## src/rtl/shift_iter.sv

```systemverilog
// Multicycle SLL/SRA shifter: resolves one power-of-two stage (16,8,4,2,1) per clock.
// Optional macro SHIFT_ITER_EARLY_EXIT_EN skips stages whose shamt bit is clear.
module shift_iter #(
  parameter int WIDTH = 32,
  parameter int SHW   = 5
) (
  input  logic             clock,
  input  logic             reset_n,
  input  logic             ctrl_shift,
  input  logic             op,
  input  logic [WIDTH-1:0] data_operand,
  input  logic [SHW-1:0]   shamt,
  output logic [WIDTH-1:0] data_result,
  output logic             data_resultRDY,
  output logic             data_busy
);

  localparam int CW = $clog2(SHW);
  localparam logic [CW-1:0] LAST = CW'(SHW - 1);
  localparam logic [WIDTH-1:0] ONES = {WIDTH{1'b1}};

  if (WIDTH != 32 || SHW != 5) begin : g_bad_cfg
    $error("shift_iter: WIDTH must be 32 and SHW must be 5");
  end

  typedef enum logic [1:0] {
    ST_IDLE  = 2'd0,
    ST_SHIFT = 2'd1,
    ST_DONE  = 2'd2
  } state_t;

  state_t           r_state;
  logic [CW-1:0]    r_cnt;
  logic [WIDTH-1:0] r_work;
  logic [SHW-1:0]   r_shamt;
  logic             r_op;
  logic             r_sign;
  logic [WIDTH-1:0] r_result;
  logic             r_rdy;
  logic             r_busy;

  logic [CW-1:0]    w_idx;
  logic [SHW-1:0]   w_amt;
  logic [WIDTH-1:0] w_shifted;
  logic [WIDTH-1:0] w_stage;

  // Stage k shifts by 16>>k when shamt[4-k] is set; SRA fills from the latched sign.
  assign w_idx     = LAST - r_cnt;
  assign w_amt     = {1'b1, {(SHW-1){1'b0}}} >> r_cnt;
  assign w_shifted = r_op ? ((r_work >> w_amt) | (r_sign ? ~(ONES >> w_amt) : {WIDTH{1'b0}}))
                          : (r_work << w_amt);
  assign w_stage   = r_shamt[w_idx] ? w_shifted : r_work;

`ifdef SHIFT_ITER_EARLY_EXIT_EN
  // Returns {found, k} for the lowest stage k >= from whose shamt bit is set.
  function automatic logic [CW:0] f_next_stage(input logic [SHW-1:0] s, input logic [CW-1:0] from);
    logic [CW:0] res;
    res = {1'b0, {CW{1'b0}}};
    for (int i = SHW - 1; i >= 0; i--) begin
      if (i >= int'(from) && s[SHW-1-i]) begin
        res = {1'b1, CW'(i)};
      end else begin
        res = res;
      end
    end
    return res;
  endfunction

  logic [CW:0] w_first;
  logic [CW:0] w_next;
  assign w_first = f_next_stage(shamt, {CW{1'b0}});
  assign w_next  = f_next_stage(r_shamt, r_cnt + {{(CW-1){1'b0}}, 1'b1});
`endif

  // Control FSM with registered result/handshake outputs.
  always_ff @(posedge clock) begin
    if (!reset_n) begin
      r_state  <= ST_IDLE;
      r_cnt    <= {CW{1'b0}};
      r_work   <= {WIDTH{1'b0}};
      r_shamt  <= {SHW{1'b0}};
      r_op     <= 1'b0;
      r_sign   <= 1'b0;
      r_result <= {WIDTH{1'b0}};
      r_rdy    <= 1'b0;
      r_busy   <= 1'b0;
    end else begin
      r_rdy <= 1'b0;
      case (r_state)
        // DONE accepts a new start so ops can run back-to-back.
        ST_IDLE, ST_DONE: begin
          if (ctrl_shift) begin
            r_work  <= data_operand;
            r_shamt <= shamt;
            r_op    <= op;
            r_sign  <= data_operand[WIDTH-1];
`ifdef SHIFT_ITER_EARLY_EXIT_EN
            r_cnt <= w_first[CW-1:0];
            if (w_first[CW]) begin
              r_state <= ST_SHIFT;
              r_busy  <= 1'b1;
            end else begin
              r_result <= data_operand;
              r_rdy    <= 1'b1;
              r_busy   <= 1'b0;
              r_state  <= ST_DONE;
            end
`else
            r_cnt   <= {CW{1'b0}};
            r_state <= ST_SHIFT;
            r_busy  <= 1'b1;
`endif
          end else begin
            r_state <= ST_IDLE;
            r_busy  <= 1'b0;
          end
        end
        ST_SHIFT: begin
          r_work <= w_stage;
`ifdef SHIFT_ITER_EARLY_EXIT_EN
          if (r_cnt == LAST || !w_next[CW]) begin
`else
          if (r_cnt == LAST) begin
`endif
            r_result <= w_stage;
            r_rdy    <= 1'b1;
            r_busy   <= 1'b0;
            r_state  <= ST_DONE;
          end else begin
`ifdef SHIFT_ITER_EARLY_EXIT_EN
            r_cnt <= w_next[CW-1:0];
`else
            r_cnt <= r_cnt + {{(CW-1){1'b0}}, 1'b1};
`endif
          end
        end
        default: begin
          r_state <= ST_IDLE;
          r_busy  <= 1'b0;
        end
      endcase
    end
  end

  assign data_result    = r_result;
  assign data_resultRDY = r_rdy;
  assign data_busy      = r_busy;

endmodule
```

## config.mk

```make
export PLATFORM = sky130hd
export DESIGN_NAME = shift_iter
export DESIGN_NICKNAME = d
export VERILOG_FILES = /design/src/rtl/shift_iter.sv
export SDC_FILE = /design/constraint.sdc
export NUM_CORES = 1
export LEC_CHECK = 0
export BUFFER_PORTS_ARGS = -buffer_cell sky130_fd_sc_hd__buf_2
export CAP_MARGIN = 20
export CORE_UTILIZATION = 30
export CTS_BUF_LIST = sky130_fd_sc_hd__clkbuf_8
export CTS_CLUSTER_SIZE = 25
export DETAILED_ROUTE_END_ITERATION = 12
export RECOVER_POWER = 25
export SYNTH_ARGS = -nofsm -noshare
export SYNTH_HDL_FRONTEND = slang
export SYNTH_SLANG_ARGS = --single-unit
```

## constraint.sdc

```tcl
create_clock -name clock -period 3.6 [get_ports clock]
set_input_delay 0.36 -clock clock [delete_from_list [all_inputs] [get_ports clock]]
set_output_delay 0.36 -clock clock [all_outputs]
set_load 0.1 [all_outputs]
```

==> results.sh <==
export IMPL_die_area_um2=26900
export IMPL_fin_worst_skew_ns=0.0219
export IMPL_dr_pass1_iters=6
export IMPL_area_growth_pct=14.6
export IMPL_cts_tree="done"
export IMPL_track_usage_pct=29.9
export IMPL_startpoint="r_cnt[0]"
export IMPL_grt_overflow_total=0
export IMPL_clkTransAtPathRegs_ns=0.09
export IMPL_crit_family="multiplexers"
export IMPL_start_util_pct=30.9
export IMPL_synth_yosys_seq_area_share_pct=19.8
export IMPL_core_area_um2=25500
export IMPL_syn_cell_area_um2=7870
export IMPL_status="finished, final reports clean"
export IMPL_ys_ff_latch=78
export IMPL_cts_root_buf="clkbuf_8"
export IMPL_tightest_slew_ns=1.24
export IMPL_synth_top_area_cell="dfxtp_1"
export IMPL_finalCritPeriodShare_pct=96.7
export IMPL_synth_cells=919
export IMPL_synth_avg_cell_area_um2=8.57
export IMPL_timing_rr_start="r_cnt[0]"
export IMPL_fmax_mhz=287
export IMPL_hold_violations=0
export IMPL_row_count=58
export IMPL_drt_total_wl_um=40000
export IMPL_worst_endpoint_required_ns=3.86
export IMPL_p_per_area_nw_per_um2=300
export IMPL_final_setup_tns_ns=0
export IMPL_ant_nets=0
export IMPL_rsz0062_at_grt="false"
export IMPL_synth_top_area_share_pct=19.8
export IMPL_layout_nets=1021
export IMPL_endpoint="r_work[5]"
export IMPL_numCtsBuffers=9
export IMPL_vdd_drop_max_v=0.000170
export IMPL_final_setup_viol_count=0
export IMPL_critPathMaxStageDelay_ns=0.53
export IMPL_synth_area_leaders="dfxtp_1 20%, mux4_2 17%, mux2i_1 6.2%, a21oi_1 4.9%, nand2_1 4.1%"
export IMPL_die_x_um=164
export IMPL_min_period_ns=3.48
export IMPL_layout_drive_gt1_share_pct=26.2
export IMPL_cp_arrival_ns=3.74
export IMPL_diodes=0
export IMPL_rrSetupSlack_ns=0.12
export IMPL_portBuffers=74
export IMPL_r2r_end="r_work[5]"
export IMPL_grt_max_degree=48
export IMPL_die_h_um=164
export IMPL_synthArstFlopShare_pct=0
export IMPL_synth_cell_types=77
export IMPL_cp_end_kind="flip-flop"
export IMPL_report_power_total_mw=2.70
export IMPL_slowest_stage="mux4_2"
export IMPL_postCtsSetupBuffers=0
export IMPL_clock_latency_ns=0.41
export IMPL_antenna_found_initial=0
export IMPL_cap_violations=0
export IMPL_synth_edf_count=0
export IMPL_slew_headroom_pct=17.8
export IMPL_syn_num_nets=970
export IMPL_drtIter0Drc=1358
export IMPL_cp_start_kind="flip-flop"
export IMPL_vias=8814
export IMPL_min_path_cells=3
export IMPL_yosys_warnings=0
export IMPL_drc=0
export IMPL_grt_pass1_vias=8106
export IMPL_ys_flop_type="dfxtp_1"
export IMPL_dpl_hpwl_um=30200
export IMPL_leakage_nw=3.17
export IMPL_htreeDepth=3
export IMPL_grt_pass1_wl_um=57900
export IMPL_io_pins=75
export IMPL_cp_cell_sequence="inv_1 > ha_1 > ha_2 > buf_12 > buf_4 > mux2_2 > mux4_2 > a221oi_1 > nand2_1 > a21oi_2 > o32ai_1"
export IMPL_path_class="reg -> reg"
export IMPL_cts_sinks=78
export IMPL_gp_routability_congestion=1.05
export IMPL_vias_per_cell=6.75
export IMPL_reg2reg_depth=11
export IMPL_cp_max_fo=21
export IMPL_slew_violations=0
export IMPL_wl_per_cell_um=30.6
export IMPL_worstHoldPathType="in -> reg"
export IMPL_cp_depth=11
export IMPL_cts_buffer_depth=2
export IMPL_worst_path_buf_inv=3
-- final cells by class --
class | instances | area, um2
Clock buffer | 9 | 124
Tap cell | 330 | 413
Fill cell | 2628 | 16500
Inverter | 14 | 52.6
Timing Repair Buffer | 154 | 1040
Sequential cell | 78 | 1560
Clock inverter | 7 | 80.1
Multi-Input combinational cell | 713 | 5750
-- synthesized netlist by cell type (14+ instances only) --
master    count
dfxtp_1      78
nand2_1      87
a21oi_1      77
mux4_2       59
o22ai_1      22
clkbuf_1     69
nand3_1      40
o21ai_0      37
o31ai_1      14
nor3_1       21
a22oi_1      34
nor2_1       45
mux2_2       26
buf_2        16
mux2i_1      49
-- timing repair --
item,CTS,global route
resized for setup,0,2
setup endpoints to repair,0,2
endpoints found under the hold margin,0,0
hold buffers,0,0
-- per-stage QoR --
| step | instances | worst slack (ns) | utilization (%) | hold WS, ns | cell area, um2 |
|---|---|---|---|---|---|
| floorplan | 919 | 0.588 | - | 0.432 | 7870 |
| global placement | 1289 | 0.193 | 34.7 | 0.443 | 8830 |
| detailed placement | 1289 | 0.149 | 34.7 | 0.451 | 8830 |
| CTS | 1305 | 0.146 | 35.5 | 0.187 | 9040 |
| global route | 1305 | 0.0137 | 35.4 | 0.200 | 9020 |
| finish | 1305 | 0.118 | 35.4 | 0.192 | 9020 |
-- flip-flops by register name, summed over array words and instances, names as in the netlist, 2 cells and up --
register	flops
r_state	2
r_shamt	5
r_cnt	3
data_result	32
r_work	32
-- where the power goes --
group          internal (mW)  leakage [nW]  total, mW  switching, mW
Combinational          0.357          2.44      0.946          0.590
Clock                  0.330        0.0973      0.733          0.403
Sequential             0.898         0.635       1.02          0.124
-- logic make-up after synthesis --
logic type                 count (synthesis)  synth area share [%]
muxes                                    150                  29.5
DFF                                       78                  19.8
buffers and inverters                    128                  7.71
AOI/OAI and AO/OA                        306                  26.3
adders and majority gates                 10                  1.59
and+or+nand+nor                          247                  15.1
-- worst register-to-register path, cell delays in order (launching register included) --
cell	delay [ns]
dfxtp_1	0.38
inv_1	0.13
ha_1	0.35
ha_2	0.27
buf_12	0.19
buf_4	0.23
mux2_2	0.35
mux4_2	0.53
a221oi_1	0.44
nand2_1	0.12
a21oi_2	0.21
o32ai_1	0.14
-- worst min-delay path by stage --
stage | startpoint | end
floorplan | r_shamt[4] | r_shamt[4]
global placement | r_shamt[2] | r_shamt[2]
detailed placement | r_shamt[3] | r_shamt[3]
CTS | shamt[4] | r_shamt[4]
global route | shamt[3] | r_shamt[3]
finish | op | r_op
-- layout by cell type, fill, tap and decap left out, drive strengths merged, types with 5 or more instances in the layout --
master	count
a221oi	11
nor2	45
mux2	41
clkbuf	33
nor3	21
nand2b	8
mux4	59
nand3	40
buf	130
a21oi	77
dfxtp	78
nand4	5
o21ai	48
and3	8
o31ai	14
nor2b	7
o22ai	22
a211oi	9
o221ai	7
a31oi	8
nor4	5
inv	17
a22oi	34
ha	10
a21o	10
nand2	87
o211ai	12
mux2i	50
o32ai	11
a32oi	6
-- routing by layer --
metal | share of wire, % | vias to the layer above | track usage [%] | wire, um
met5 | 0 | - | 0 | 0
met4 | 6.2 | 0 | 15.1 | 2470
met3 | 11 | 149 | 6.67 | 4590
met2 | 42 | 693 | 43.1 | 16600
met1 | 41 | 4292 | 41.4 | 16300
li1 | - | 3680 | - | -
Note: power is estimated with default switching activity, not from simulation.
